`config.mk`:
```
export PLATFORM = sky130hd
export DESIGN_NAME = push_rs232tx
export DESIGN_NICKNAME = d
export VERILOG_FILES = /design/src/rtl/push_rs232tx.sv
export SDC_FILE = /design/constraint.sdc
export NUM_CORES = 1
export LEC_CHECK = 0
export CAP_MARGIN = 15
export CORE_MARGIN = 2
export CORE_UTILIZATION = 44
export DETAILED_ROUTE_END_ITERATION = 10
export PLACE_DENSITY_LB_ADDON = 0.15
export SLEW_MARGIN = 5
export SYNTH_ARGS = -nofsm -noshare
export SYNTH_HDL_FRONTEND = slang
export SYNTH_SLANG_ARGS = --single-unit
```
`constraint.sdc`:
```
create_clock -name clock -period 3.3 [get_ports clock]
set_input_delay 0.66 -clock clock [delete_from_list [all_inputs] [get_ports clock]]
set_output_delay 0.66 -clock clock [all_outputs]
set_load 0.05 [all_outputs]
```
`src/rtl/push_rs232tx.sv`:
```
// RS232 8N1 transmitter, LSB first, with a one-byte push holding register and CTS flow control.
// Frames start only while the synchronized clear-to-send input is low.
module push_rs232tx #(
  parameter real CLOCK_FREQ = 133000000.0,
  parameter real BAUD_RATE  = 115200.0
) (
  input  logic       clock,
  input  logic       reset,
  input  logic [7:0] idata,
  input  logic       istrobe,
  output logic       iready,
  output logic       txd_pin,
  input  logic       ctsn_pin
);

  localparam int BaudCountFull = int'(CLOCK_FREQ / BAUD_RATE);
  localparam int CntW          = $clog2(BaudCountFull) + 1;

  // Counter reloads to N-2 and ticks on wrap to all-ones, giving N clocks per bit.
  localparam logic [CntW-1:0] CntReload = CntW'(BaudCountFull - 2);
  localparam logic [CntW-1:0] CntOne    = CntW'(1);

  typedef enum logic [1:0] {StIdle, StStart, StData, StStop} state_e;

  state_e          state_q, state_d;
  logic            txd_q, txd_d;
  logic            hold_full_q, hold_full_d;
  logic [7:0]      hold_q, hold_d;
  logic [7:0]      shift_q, shift_d;
  logic [2:0]      bit_idx_q, bit_idx_d;
  logic [CntW-1:0] cnt_q, cnt_d;
  logic            cts_meta_q, cts_n_q;

  logic tick;
  logic start_ok;

  assign tick     = cnt_q[CntW-1];
  assign start_ok = hold_full_q && !cts_n_q;
  assign iready   = !hold_full_q;
  assign txd_pin  = txd_q;

  always_comb begin
    state_d     = state_q;
    txd_d       = txd_q;
    hold_full_d = hold_full_q;
    hold_d      = hold_q;
    shift_d     = shift_q;
    bit_idx_d   = bit_idx_q;
    cnt_d       = cnt_q;

    if (state_q != StIdle) begin
      cnt_d = tick ? CntReload : (cnt_q - CntOne);
    end

    unique case (state_q)
      StIdle: begin
        txd_d = 1'b1;
        if (start_ok) begin
          shift_d     = hold_q;
          hold_full_d = 1'b0;
          cnt_d       = CntReload;
          txd_d       = 1'b0;
          state_d     = StStart;
        end
      end
      StStart: begin
        if (tick) begin
          txd_d     = shift_q[0];
          bit_idx_d = 3'd0;
          state_d   = StData;
        end
      end
      StData: begin
        if (tick) begin
          if (bit_idx_q == 3'd7) begin
            txd_d   = 1'b1;
            state_d = StStop;
          end else begin
            shift_d   = {1'b0, shift_q[7:1]};
            txd_d     = shift_q[1];
            bit_idx_d = bit_idx_q + 3'd1;
          end
        end
      end
      StStop: begin
        if (tick) begin
          if (start_ok) begin
            // Back-to-back frame: no idle gap after the stop bit.
            shift_d     = hold_q;
            hold_full_d = 1'b0;
            cnt_d       = CntReload;
            txd_d       = 1'b0;
            state_d     = StStart;
          end else begin
            state_d = StIdle;
          end
        end
      end
      default: state_d = StIdle;
    endcase

    // Push and transfer are exclusive: push needs empty, transfer needs full.
    if (istrobe && !hold_full_q) begin
      hold_d      = idata;
      hold_full_d = 1'b1;
    end
  end

  always_ff @(posedge clock or posedge reset) begin
    if (reset) begin
      state_q     <= StIdle;
      txd_q       <= 1'b1;
      hold_full_q <= 1'b0;
      hold_q      <= '0;
      shift_q     <= '0;
      bit_idx_q   <= '0;
      cnt_q       <= '0;
      cts_meta_q  <= 1'b1;
      cts_n_q     <= 1'b1;
    end else begin
      state_q     <= state_d;
      txd_q       <= txd_d;
      hold_full_q <= hold_full_d;
      hold_q      <= hold_d;
      shift_q     <= shift_d;
      bit_idx_q   <= bit_idx_d;
      cnt_q       <= cnt_d;
      cts_meta_q  <= ctsn_pin;
      cts_n_q     <= cts_meta_q;
    end
  end

endmodule
```
# Word level (Yosys, flattened, before mapping)
# Cells that the tools add are included.
# classes
n_addsub	2
n_eq_ne	12
n_mux	32
n_reduce_logical	14
# op_table
op	n
two-way mux 12 bit	4
two-way mux 8 bit	4
one-hot mux 12 bit (2 select lines)	1
one-hot mux 8 bit (3 select lines)	1
inequality test 2 bit (second input constant)	7
AND reduction 4 bit	3
subtractor 12 x 1 -> 12 bit (second input constant)	1
two-way mux 1 bit	10
two-way mux 2 bit	5
two-way mux 3 bit	3
one-hot mux 2 bit (4 select lines)	1
one-hot mux 3 bit (2 select lines)	1
nonzero test 3 bit	2
AND reduction 5 bit	1
equality test 2 bit (second input constant)	2
one-hot mux 1 bit (4 select lines)	1
nonzero test 2 bit	2
adder 3 x 1 -> 3 bit (second input constant)	1
equality test 3 bit (second input constant)	1
inequality test 3 bit (second input constant)	1
equality test 2 x 1 -> 1 bit (second input constant)	1
logical AND 1 bit	2
zero test 1 bit	2
zero test 2 bit	1
2 further kinds	2
# totals
register_bits	37
out_inout_bits	2
word_cells	69

# Logic depth before layout (Yosys ltp)
# depth
depth_word	6
depth_mapped	8

# Least setup slack after synthesis
# No wires, ideal clock.
# synth_timing
path_kind	register to register
startpoint	register state_q[0]
endpoint	register shift_q[1]
setup_time_ns	0.073
arrival_time_ns	1.820
t_required_ns	3.227
slack_ns	1.407
stages_incl_launch_ff	9
n_path_buf	2
period_less_slack_ns	1.893
path_cell_list	dfrtp_1 -> inv_1 -> ha_1 -> buf_2 -> or4b_4 -> a31oi_4 -> buf_6 -> nor2_1 -> a21oi_2
# synth_via
elab_chain_len	3
# synth_lines
item	line	rtl
from (decl)	25	state_e state_q, state_d;
from (signal assigned)	111	state_q <= StIdle;
from (signal assigned)	121	state_q <= state_d;
equality test 2 bit / zero test 2 bit (equally long branches)	55	unique case (state_q)
inequality test 2 bit (no source line) / nonzero test 3 bit (equally long branches)	n/a	
AND reduction 4 bit (no source line)	n/a	
to (signal assigned)	125	shift_q <= shift_d;
to (decl)	29	logic [7:0] shift_q, shift_d;
# Several ways; a longest one is shown, not always the timed one.
# A chain may end at the register's enable or synchronous reset.

# Worst setup path in the final report
# layout_timing
startpoint	register state_q[0]
endpoint	register shift_q[4]
# The elaborated chain is that of the path after synthesis.

==> flow_metrics.py <==
metrics = {
    "finish": {
        "finalNetCount": 205,
        "fin_cells": 238,
        "final_common_cell": "dfrtp_1",
        "syn_to_final_growth_pct": 14.30,
        "layout_common_cells": "34 x dfrtp_1, 22 x nor2_1, 13 x clkdlybuf4s50_1, 11 x a21oi_1",
        "layout-drive-gt1-share_pct": 17.74,
        "diodes": 0,
    },
    "floorplan": {
        "fp.dieW_microns": 70.58,
        "core-area_sq_um": 4324,
        "die_h_microns": 70.58,
        "io_pins": 14,
        "start_util_pct": 45.11,
        "die-area_sq_um": 4982,
        "row_count": 24,
    },
    "clocking": {
        "numCtsBuffers": 5,
        "cts_setup_buffers": 0,
        "clkTransAtPathRegs_ns": 0.07,
        "cts_tree": "done",
        "clock_sinks": 37,
        "cts_root_buf": "clkbuf_8",
        "cts-resized-gates": 0,
        "clock_path_buffers": 2,
        "htreeDepth": 2,
        "ctsHoldBuffers": 0,
        "clkLatencyLatePin_ns": 0.29,
    },
    "pwr": {
        "power_leakage_nw": 0.9239,
        "powerDensity_nw_per_um2": 1060,
        "vdd_drop_max_mv": 0.4479,
    },
    "placed_design": {
        "io_buffers": 13,
        "place_congestion": 0.8080,
        "placedCellCount": 230,
        "dpl.hpwl_microns": 2450,
    },
    "synthesis": {
        "seq_area_frac_synth_pct": 47.66,
        "synthAdderAreaFrac_pct": 5.131,
        "synth.mux.area_fraction_pct": 9.814,
        "synth_top_family_by_area": "simple AND/OR/NAND/NOR gates",
        "synthXorXnorAreaFrac_pct": 4.041,
        "syn_inst": 173,
        "ys_types": 38,
        "synth_compound_area_share_pct": 13.60,
        "synth_area_sq_um": 1951,
        "avgSynthCellArea_sq_um": 11.28,
        "synth_seq_cells": 37,
        "syn-num-nets": 193,
        "synth_warnings": 0,
        "yosys.area_share.simple_pct": 15.97,
    },
    "setup_path": {
        "ff2ff_setup_slack_ns": 0.98,
        "path_class": "flip-flop to flip-flop",
        "cp_slowest_cell": "or4b_4",
        "cp-start-kind": "flip-flop",
        "critPathCaptureType": "flip-flop",
        "crit_path_cell_trace": "inv_1 -> ha_1 -> or4b_4 -> a31oi_4 -> nor2_1 -> a21oi_1",
        "crit_path_max_fanout": 18,
        "max_stage_delay_ns": 0.60,
        "cp.required_ns": 3.51,
        "crit_arrival_ns": 2.53,
    },
    "routing": {
        "viasPerCell": 5.395,
        "postRouteAntennaNets": 0,
        "first_iter_violations": 44,
        "wl_per_cell_microns": 14.46,
        "route.detailed.drc": 0,
        "firstDrtPassIters": 4,
        "drt-total-wl_microns": 3441,
        "vias": 1284,
    },
    "sta": {
        "hold_viol": 0,
        "worst_pin_slew_ns": 0.7837,
        "setup_violations": 0,
        "fmax_mhz": 431.4,
        "rsz0062_at_grt": "no",
        "drv_slew": 0,
        "min_period_over_period_pct": 70.24,
        "slew_headroom_pct": 47.64,
        "setup_tns_ns": 0,
        "fin_skew_ns": 0.006165,
        "layout_min_cycle_time_ns": 2.318,
    },
    "global_routing": {
        "antenna_found_initial": 0,
        "grt_overflow": 0,
        "track_usage_pct": 15.82,
        "first_global_vias": 1360,
        "grt_max_degree": 22,
        "grt_pass1_wl_microns": 6203,
    },
    "min_path": {
        "hp-class": "flip-flop to flip-flop",
    },
    "flow_run": {
        "cap_violations": 0,
    },
    "status": {
        "status": "completed",
    },
}
[logic make-up after synthesis]
| family | count (synthesis) |
|---|---|
| DFF | 37 |
| buffers and inverters | 17 |
| AOI/OAI and AO/OA | 37 |
| and+or+nand+nor | 47 |
| xor gates and xnor gates | 9 |
| adders and majority gates | 8 |
| muxes | 18 |
[layer usage]
layer	wire, microns	track usage, %	up-vias
met5	0	0	-
met4	63	7.128	0
met3	98	4.843	6
met2	1653	24.32	16
met1	1625	20.74	632
li1	-	-	630
[cell type report]
class                      count  area (sq um)
multi-input combinational    119         947.2
sequential                    37         929.6
clock buffer                   6         82.58
fill                         375          2095
timing repair buffer          14         137.6
clock inverter                 2         37.54
tap                           52         65.06
inverter                       8         30.03
[stage by stage]
stage	hold slack (ns)	instance area (sq um)	power (mW)	setup WS, ns	util (%)
after floorplan	0.3452	1951	1.756	1.407	-
after global placement	0.3454	2110	1.927	1.011	48.78
after detailed placement	0.3507	2110	1.964	0.9247	48.78
after CTS	0.3618	2230	2.390	0.9873	51.56
after global routing	0.3669	2230	2.577	0.8202	51.56
final	0.3599	2230	2.364	0.9821	51.56
[worst max-delay path, delay by kind of cell, from the launching register on]
| family | cells | cell delay (ns) |
|---|---|---|
| simple gates | 2 | 0.68 |
| buf+inv | 1 | 0.12 |
| fa+ha+maj | 1 | 0.48 |
| compound gates | 2 | 0.54 |
| flops | 1 | 0.42 |
[power breakdown]
part,internal [mW],leakage [nW],total [mW],switching [mW]
combinational,0.518,0.421,1.12,0.603
clock,0.246,0.0574,0.414,0.168
sequential,0.662,0.446,0.829,0.167
[path summary, 6_finish.rpt]
kind,start,depth (start not counted),endpoint
worst max-delay path,state_q[0],6,shift_q[4]
worst min-delay path,cts_meta_q,0,cts_n_q
worst max register to register,state_q[0],6,shift_q[4]
worst min register to register,cts_meta_q,0,cts_n_q
max in group asynchronous,reset,3,state_q[0]
min in group asynchronous,reset,2,hold_q[7]
[synth_stat cells, drive strengths merged]
library cell	n	area, sq um
nand2b	3	18.77
o22ai	2	12.51
nor4b	3	62.56
o21ai	8	40.04
a32oi	1	8.760
nor2b	5	31.28
a211oi	1	7.510
buf	3	21.27
a21oi	13	72.57
mux2	9	101.4
clkbuf	6	22.52
or4b	1	13.76
dfrtp	34	850.8
nand3b	2	15.01
xor2	2	17.52
a2111oi	1	8.760
dfstp	3	78.83
nor3	5	25.02
nand2	2	7.510
nand4bb	1	11.26
nor2	22	82.58
o22a	1	8.760
xnor2	7	61.31
inv	8	30.03
ha	8	100.1
nor4	1	21.27
mux2i	9	90.09
a221oi	1	15.01
a31oi	1	21.27
o32a	1	10.01
a21boi	1	7.510
or4	2	22.52
a22o	5	43.79
a31o	1	8.760
[registers in the layout, summed over array words and instances (netlist names)]
register / cells
hold_q: 8
hold_full_q: 1
cts_n_q: 1
txd_pin: 1
state_q: 2
bit_idx_q: 3
shift_q: 8
cts_meta_q: 1
cnt_q: 12
Power figures use the tool's default switching activity.
